$ cat src/rtl/tgmux2_sel_ctrl.sv
// Select controller for a 2:1 transmission-gate mux: queues events per channel, steers SEL,
// waits out the RC settle after a switch, then pulses VALID and acknowledges the consumed event.
module tgmux2_sel_ctrl #(
  parameter int CW         = 4,
  parameter int SETTLE_CYC = 2,
  parameter int PULSE_CYC  = 1
) (
  input  logic          clk,
  input  logic          rst,
  input  logic          en,
  input  logic          req0,
  input  logic          req1,
  output logic          sel,
  output logic          valid,
  output logic          ack0,
  output logic          ack1,
  output logic [CW-1:0] pend0,
  output logic [CW-1:0] pend1,
  output logic          ovf0,
  output logic          ovf1,
  output logic          busy
);

  if (SETTLE_CYC < 1) begin : g_bad_settle
    $error("SETTLE_CYC must be at least 1");
  end
  if (PULSE_CYC < 1) begin : g_bad_pulse
    $error("PULSE_CYC must be at least 1");
  end

  localparam int TMAX = (SETTLE_CYC > PULSE_CYC) ? SETTLE_CYC : PULSE_CYC;
  localparam int TW   = (TMAX > 1) ? $clog2(TMAX) : 1;
  localparam logic [TW-1:0] SETTLE_LD = TW'(SETTLE_CYC - 1);
  localparam logic [TW-1:0] PULSE_LD  = TW'(PULSE_CYC - 1);
  localparam logic [CW-1:0] CMAX      = '1;

  typedef enum logic [1:0] {IDLE, SETTLE, FIRE} state_t;

  state_t        state, state_nxt;
  logic [TW-1:0] tmr, tmr_nxt;
  logic          sel_nxt, valid_nxt;
  logic          ch, ch_nxt;
  logic          rr;
  logic          pick;
  logic          done;
  logic          dec0, dec1;

  // Saturating pending counter; a same-edge increment and consume cancel out.
  function automatic logic [CW-1:0] sat_step(input logic [CW-1:0] cnt,
                                             input logic inc, input logic dec);
    logic [CW-1:0] r;
    r = cnt;
    if (inc && !dec && cnt != CMAX) r = cnt + 1'b1;
    else if (dec && !inc)           r = cnt - 1'b1;
    return r;
  endfunction

  function automatic logic sat_drop(input logic [CW-1:0] cnt,
                                    input logic inc, input logic dec);
    return inc && !dec && (cnt == CMAX);
  endfunction

  always_comb begin
    state_nxt = state;
    tmr_nxt   = tmr;
    sel_nxt   = sel;
    valid_nxt = valid;
    ch_nxt    = ch;
    done      = 1'b0;
    pick      = rr;
    if (pend0 != '0 && pend1 == '0)      pick = 1'b0;
    else if (pend0 == '0 && pend1 != '0) pick = 1'b1;

    case (state)
      IDLE: begin
        if (en && (pend0 != '0 || pend1 != '0)) begin
          ch_nxt = pick;
          if (pick == sel) begin
            state_nxt = FIRE;
            valid_nxt = 1'b1;
            tmr_nxt   = PULSE_LD;
          end else begin
            sel_nxt   = pick;
            state_nxt = SETTLE;
            tmr_nxt   = SETTLE_LD;
          end
        end
      end
      SETTLE: begin
        if (tmr == '0) begin
          state_nxt = FIRE;
          valid_nxt = 1'b1;
          tmr_nxt   = PULSE_LD;
        end else begin
          tmr_nxt = tmr - 1'b1;
        end
      end
      FIRE: begin
        if (tmr == '0) begin
          state_nxt = IDLE;
          valid_nxt = 1'b0;
          done      = 1'b1;
        end else begin
          tmr_nxt = tmr - 1'b1;
        end
      end
      default: begin
        state_nxt = IDLE;
        valid_nxt = 1'b0;
      end
    endcase
  end

  assign dec0 = done && !ch;
  assign dec1 = done && ch;
  assign busy = (state != IDLE);

  always_ff @(posedge clk) begin
    if (rst) begin
      state <= IDLE;
      tmr   <= '0;
      sel   <= 1'b0;
      valid <= 1'b0;
      ch    <= 1'b0;
      rr    <= 1'b0;
      ack0  <= 1'b0;
      ack1  <= 1'b0;
      pend0 <= '0;
      pend1 <= '0;
      ovf0  <= 1'b0;
      ovf1  <= 1'b0;
    end else begin
      state <= state_nxt;
      tmr   <= tmr_nxt;
      sel   <= sel_nxt;
      valid <= valid_nxt;
      ch    <= ch_nxt;
      ack0  <= dec0;
      ack1  <= dec1;
      if (done) rr <= ~ch;
      pend0 <= sat_step(pend0, req0, dec0);
      pend1 <= sat_step(pend1, req1, dec1);
      ovf0  <= ovf0 | sat_drop(pend0, req0, dec0);
      ovf1  <= ovf1 | sat_drop(pend1, req1, dec1);
    end
  end

endmodule
$ cat config.mk
export PLATFORM = sky130hd
export DESIGN_NAME = tgmux2_sel_ctrl
export DESIGN_NICKNAME = d
export VERILOG_FILES = /design/src/rtl/tgmux2_sel_ctrl.sv
export SDC_FILE = /design/constraint.sdc
export NUM_CORES = 1
export LEC_CHECK = 0
export ABC_AREA = 0
export BUFFER_PORTS_ARGS = -buffer_cell sky130_fd_sc_hd__buf_2
export CORE_ASPECT_RATIO = 1.5
export CORE_UTILIZATION = 45
export CTS_BUF_LIST = sky130_fd_sc_hd__clkbuf_2 sky130_fd_sc_hd__clkbuf_4 sky130_fd_sc_hd__clkbuf_8
export DETAILED_ROUTE_END_ITERATION = 10
export PLACE_DENSITY = 0.71
export SKIP_CTS_REPAIR_TIMING = 1
export SYNTH_ARGS = -nofsm -noshare
export SYNTH_HDL_FRONTEND = slang
export SYNTH_SLANG_ARGS = --single-unit
$ cat constraint.sdc
create_clock -name clk -period 3.2 [get_ports clk]
set_input_delay 0.64 -clock clk [delete_from_list [all_inputs] [get_ports clk]]
set_output_delay 0.64 -clock clk [all_outputs]
set_load 0.1 [all_outputs]
==> results of run 1 <==
==> worst register-to-register path, cell delays in order (launching register included) <==
cell and delay [ns]:
dfxtp_1 0.39, inv_1 0.09, ha_1 0.27, and3b_1 0.22, nor3_1 0.14, buf_4 0.16, inv_1 0.11, ha_1 0.30
a21o_2 0.21, a21oi_1 0.16, mux2i_1 0.21, mux2_2 0.34
==> layer usage <==
metal	global-route usage, %	part of all wire [%]
met1	21.11	41
met2	36.17	56
met3	2.006	1.7
met4	5.682	0.39
met5	0	0
==> power by group through the flow <==
stage | clock network [mW] | logic (mW) | registers (mW)
5_1_grt | 0.140 | 0.938 | 0.390
6_report | 0.122 | 0.863 | 0.377
3_5_place_dp | 0 | 0.864 | 0.383
3_3_place_gp | 0 | 0.848 | 0.375
2_1_floorplan | 0 | 0.464 | 0.645
4_1_cts | 0.127 | 0.866 | 0.378
==> path summary, 6_finish.rpt <==
check	to	from
max	pend1[3]$_SDFFE_PP0P_	state[0]$_SDFFE_PP0P_
min	ovf0$_SDFF_PP0_	ovf0$_SDFF_PP0_
max reg2reg	pend1[3]$_SDFFE_PP0P_	state[0]$_SDFFE_PP0P_
min reg2reg	ovf0$_SDFF_PP0_	ovf0$_SDFF_PP0_
==> sequential cells by signal, summed over array words and instances, names as in the netlist <==
name   count
state      2
valid      1
sel        1
ovf0       1
ch         1
tmr        1
ack0       1
ovf1       1
rr         1
pend0      4
pend1      4
ack1       1
==> synth_stat cells, types with 2 or more instances <==
master,count
dfxtp_1,19
a21oi_1,11
nor2_1,11
nor3_1,11
inv_1,8
ha_1,7
mux2i_1,4
nand2_1,4
nand3_1,4
o21ai_0,4
nand2b_1,3
a21boi_0,2
a21o_2,2
clkbuf_1,2
fa_1,2
nand3b_1,2
nor2b_1,2
o2111ai_1,2
o22ai_1,2
xor2_1,2
==> through the flow <==
step                cell area (um^2)  hold WS, ns
floorplan                       1132       0.4664
global route                    1269       0.5286
detailed placement              1241       0.4643
finish                          1269       0.4855
global placement                1241       0.4499
CTS                             1269       0.4918
==> cell type report <==
| class | count | share of cell area [%] |
|---|---|---|
| repair buffers | 20 | 8.087 |
| clock buffers | 3 | 1.775 |
| flip-flops and latches | 19 | 29.98 |
| multi-input cells | 98 | 55.13 |
| inverters | 8 | 2.367 |
| well taps | 23 | 2.268 |
| clock inverters | 1 | 0.3945 |
==> kinds of logic (layout without fill, tap and decap cells) <==
group,after synthesis,after routing,share of synthesized area (%)
DFF,19,19,33.59
muxes,5,5,4.530
and+or+nand+nor,49,49,24.31
adders and majority gates,9,9,11.27
buffers and inverters,12,32,4.641
xor gates and xnor gates,2,2,1.547
AOI/OAI and AO/OA,33,33,20.11
==> results.tsv, run 1 <==
metric	value	unit
Finished Core Util	54.87	%
CP Class	flop to flop	
WP buf/inv	3	
Fin. Hold Viols	0	
H-tree depth	1	
Post-synth ARST share	0	%
Vias/cell	5.826	
Worst Tran Pin Value	0.6981	ns
GRT overflow	0	
ant diodes	0	
clk root buf	clkbuf_4	
DP Worst Slack	0.5517	ns
Non-Filler Instances	172	
Primary FF master, synth	dfxtp_1	
synth top area cells	dfxtp_1 (34%), ha_1 (7.7%), a21oi_1 (4.9%), nor3_1 (4.9%), nor2_1 (3.6%)	
Slew Limit Fails	0	
Post-Syn Instances	129	
Sequential Power Share	27.7	%
final critical-path required period	2.682	ns
final worst slack	0.5182	ns
Seq/Total Area, Yosys	33.59	%
CORE AREA	2312	um^2
total power draw	1.362	mW
Fmax achieved	372.9	MHz
number of synthesized register bits	19	
largest net degree at the start of global routing	26	
# setup viols final	0	
vias in the first global route	993	
commonest non-fill, non-tap cells in the layout	dfxtp_1 (19), buf_2 (19), nor3_1 (11), nor2_1 (11), a21oi_1 (11)	
Synth top area share	33.59	%
placed insts	168	
placement row count	21	
leak pwr	0.5920	nW
share of post-route cells with drive strength above 1	22.15	%
syn avg cell area	8.778	um^2
initial DRC count	36	
Starting Density	48.97	%
Nets	164	
Top-Level Pins	20	
first-pass GRT wire length	4119	um
CP cell instances	inv_1 > ha_1 > and3b_1 > nor3_1 > buf_4 > inv_1 > ha_1 > a21o_2 > a21oi_1 > mux2i_1 > mux2_2	
Relative slew margins	53.03	%
post-synth cell types	45	
Internal Power	0.5990	mW
Max Root-Sink Buffers	2	
Pwr Density	1073	nW/um^2
CTS tree	done	
Synth Cell Area	1132	um^2
clk_skew	0.004769	ns
Crit. End Element	flop	
switching power total	0.7628	mW
area leader, netlist	dfxtp_1	
worst hold path stage count	2	
Num CTS Buffers	3	
Clk pwr share	9.0	%
data arrival time of the critical path	2.88	ns
Port Buf Inserts	19	
register area	380.4	um^2
number of remaining DRC errors	0	
crit-path leading delay family	adder cells	
Detailed Route WL	2334	um
Vias	1002	
syn nets	143	
setup TNS	0	ns
unrepaired setup endpoints after global routing	no	
fillers	234	
GP Congestion	0.7968	
worst path required time	3.40	ns
DP Wirelength	1836	um
global-route usage over all layers	18.97	%
Register-to-Register Path Depth	11	
Hold Path Class	flop to flop	
Max-Cap Viols	0	
Sink Count	19	
Clock transition at path regs	0.11	ns
DRT antenna net count	0	
Crit-path slowest cell	dfxtp_1	
die span in x	42.96	um
reg2reg setup slack	0.52	ns
period utilization	83.81	%
Post-synth EDFFs	0	
CP max FO	7	
Die Ht	63.44	um
CP Launch Type	flop	
status	finished clean	
CP Depth	11	
Sw Share	56.02	%
area of the multi-input gates	699.4	um^2
combinational power share	63.4	%
Clk Latency, worst-skew pair	0.30	ns
area delta synth->final	12.04	%
antenna violations before repair	0	
drt pass-1 iters	4	
VDD IR max	0.5071	mV
routed len/inst	13.57	um
Yosys warning count	0	
die area	2725	um^2
Largest stage delay, worst path	0.39	ns
No activity file was read; power rests on OpenSTA's default activity.
==> inputs of run 2 (changes only) <==
Clock period 3.2 ns to 2.48 ns, I/O delays scaled along.
==> results.tsv, run 2 (synthesis results as in run 1) <==
metric	value	unit	change
Vias	1016		was 1002
Fin. Hold Viols	0		unchanged
commonest non-fill, non-tap cells in the layout	buf_2 (19), nor2_1 (11), nor3_1 (10), a21oi_1 (10), dfxtp_1 (10)		was dfxtp_1 (19), buf_2 (19), nor3_1 (11), nor2_1 (11), a21oi_1 (11)
area delta synth->final	16.80	%	was 12.04%
# setup viols final	0		unchanged
CP Class	flop to flop		unchanged
largest net degree at the start of global routing	26		unchanged
commonest non-fill, non-tap cell in the layout	buf_2		
Max-Cap Viols	0		unchanged
Crit. End Element	flop		unchanged
Clk Latency, worst-skew pair	0.30	ns	about the same
RR Startpoint	state[0]$_SDFFE_PP0P_		unchanged
first-pass GRT wire length	3995	um	was 4119 um
GP Congestion	0.7970		was 0.7968
Clk pwr share	8.9	%	was 9.0%
Sequential Power Share	27.3	%	was 27.7%
die span in x	42.96	um	unchanged
die area	2725	um^2	unchanged
total power draw	1.790	mW	was 1.362 mW
DP Worst Slack	0.1003	ns	was 0.5517 ns
leak pwr	0.6141	nW	was 0.5920 nW
drt pass-1 iters	4		unchanged
H-tree depth	1		unchanged
fillers	220		was 234
period utilization	93.92	%	was 83.81%
combinational power share	63.8	%	was 63.4%
share of post-route cells with drive strength above 1	32.68	%	was 22.15%
unrepaired setup endpoints after global routing	no		unchanged
placement row count	21		unchanged
Register-to-Register Path Depth	10		was 11
Internal Power	0.8049	mW	was 0.5990 mW
Non-Filler Instances	176		was 172
Vias/cell	5.773		was 5.826
CP startpoint	state[0]$_SDFFE_PP0P_		unchanged
number of remaining DRC errors	0		unchanged
most frequent cell on the critical path	inv_1		
initial DRC count	23		was 36
Fmax achieved	429.3	MHz	was 372.9 MHz
data arrival time of the critical path	2.54	ns	was 2.88 ns
reg2reg setup slack	0.15	ns	was 0.52 ns
Nets	168		was 164
Relative slew margins	52.05	%	was 53.03%
Max Root-Sink Buffers	2		unchanged
Port Buf Inserts	19		unchanged
worst hold path stage count	3		was 2
CORE AREA	2312	um^2	unchanged
crit-path leading delay family	multiplexers		was adder cells
Top-Level Pins	20		unchanged
Pwr Density	1354	nW/um^2	was 1073 nW/um^2
ant diodes	0		unchanged
Top Registers	pend0: 4 flops, pend1: 4 flops, state: 2 flops		unchanged
placed insts	172		was 168
Die Ht	63.44	um	unchanged
final critical-path required period	2.329	ns	was 2.682 ns
CP Depth	10		was 11
vias in the first global route	947		was 993
antenna violations before repair	0		unchanged
VDD IR max	0.9348	mV	was 0.5071 mV
CP max FO	5		was 7
Crit-path slowest cell	dfxtp_2		was dfxtp_1
GRT overflow	0		unchanged
CTS tree	done		unchanged
Hold Startpoint	req1		was ovf0$_SDFF_PP0_
worst path required time	2.69	ns	was 3.40 ns
switching power total	0.9854	mW	was 0.7628 mW
area of the multi-input gates	711.9	um^2	was 699.4 um^2
Largest stage delay, worst path	0.36	ns	was 0.39 ns
status	finished clean		unchanged
global-route usage over all layers	18.45	%	was 18.97%
WP buf/inv	2		was 3
DRT antenna net count	0		unchanged
Num CTS Buffers	3		unchanged
CP cell instances	inv_1 > ha_2 > and3b_2 > nor3_2 > inv_1 > ha_1 > a21o_2 > a21oi_2 > mux2i_1 > mux2_2		was inv_1 > ha_1 > and3b_1 > nor3_1 > buf_4 > inv_1 > ha_1 > a21o_2 > a21oi_1 > mux2i_1 > mux2_2
Worst Tran Pin Value	0.7127	ns	was 0.6981 ns
clk_skew	0.01299	ns	was 0.004769 ns
final worst slack	0.1507	ns	was 0.5182 ns
DP Wirelength	1730	um	was 1836 um
Sink Count	19		unchanged
Starting Density	48.97	%	unchanged
Clock transition at path regs	0.12	ns	was 0.11 ns
Sw Share	55.04	%	was 56.02%
routed len/inst	13.01	um	was 13.57 um
register area	391.6	um^2	was 380.4 um^2
CP Launch Type	flop		unchanged
Detailed Route WL	2290	um	was 2334 um
Hold Path Class	input pin to flop		was flop to flop
Slew Limit Fails	0		unchanged
clk root buf	clkbuf_4		unchanged
run 2: layout make-up:
| class | count | share of cell area (%) |
|---|---|---|
| clock buffer | 3 | 1.703 |
| tap | 23 | 2.176 |
| inverter | 8 | 2.271 |
| sequential | 19 | 29.61 |
| multi-input combinational | 98 | 53.83 |
| timing repair buffer | 24 | 10.03 |
| clock inverter | 1 | 0.3784 |
run 2: per-layer routing:
layer / part of all wire, % / track usage (%) / up-vias
met5: 0 / 0 / -
met4: 2.0 / 7.955 / 0
met3: 2.1 / 2.579 / 4
met2: 52 / 31.06 / 15
met1: 44 / 22.90 / 481
li1: - / - / 516
run 2: path summary, 6_finish.rpt:
| path | endpoint |
|---|---|
| setup / recovery | pend1[3]$_SDFFE_PP0P_ |
| hold / removal | ovf1$_SDFF_PP0_ |
| setup reg to reg | pend1[3]$_SDFFE_PP0P_ |
| hold reg to reg | ovf1$_SDFF_PP0_ |
run 2: worst min-delay path, cell delays in order:
cell     delay, ns
buf_2         0.11
a31oi_1       0.07
nor2_1        0.07
run 2: stage by stage:
stage | util, % | setup TNS, ns | hold WS (ns) | area [um^2]
global route | 57.20 | 0 | 0.4691 | 1323
finish | 57.20 | 0 | 0.4641 | 1323
detailed placement | 55.63 | 0 | 0.4543 | 1286
global placement | 55.63 | 0 | 0.4528 | 1286
floorplan | - | -0.03186 | 0.4664 | 1147
CTS | 56.82 | 0 | 0.4553 | 1314
run 2: power groups by stage:
| stage | Clock (mW) | Combinational [mW] | Sequential, mW |
|---|---|---|---|
| after CTS | 0.164 | 1.14 | 0.490 |
| final | 0.160 | 1.14 | 0.488 |
| after floorplan | 0 | 0.599 | 0.842 |
| after global placement | 0 | 1.12 | 0.491 |
| after global routing | 0.178 | 1.23 | 0.509 |
| after detailed placement | 0 | 1.13 | 0.497 |
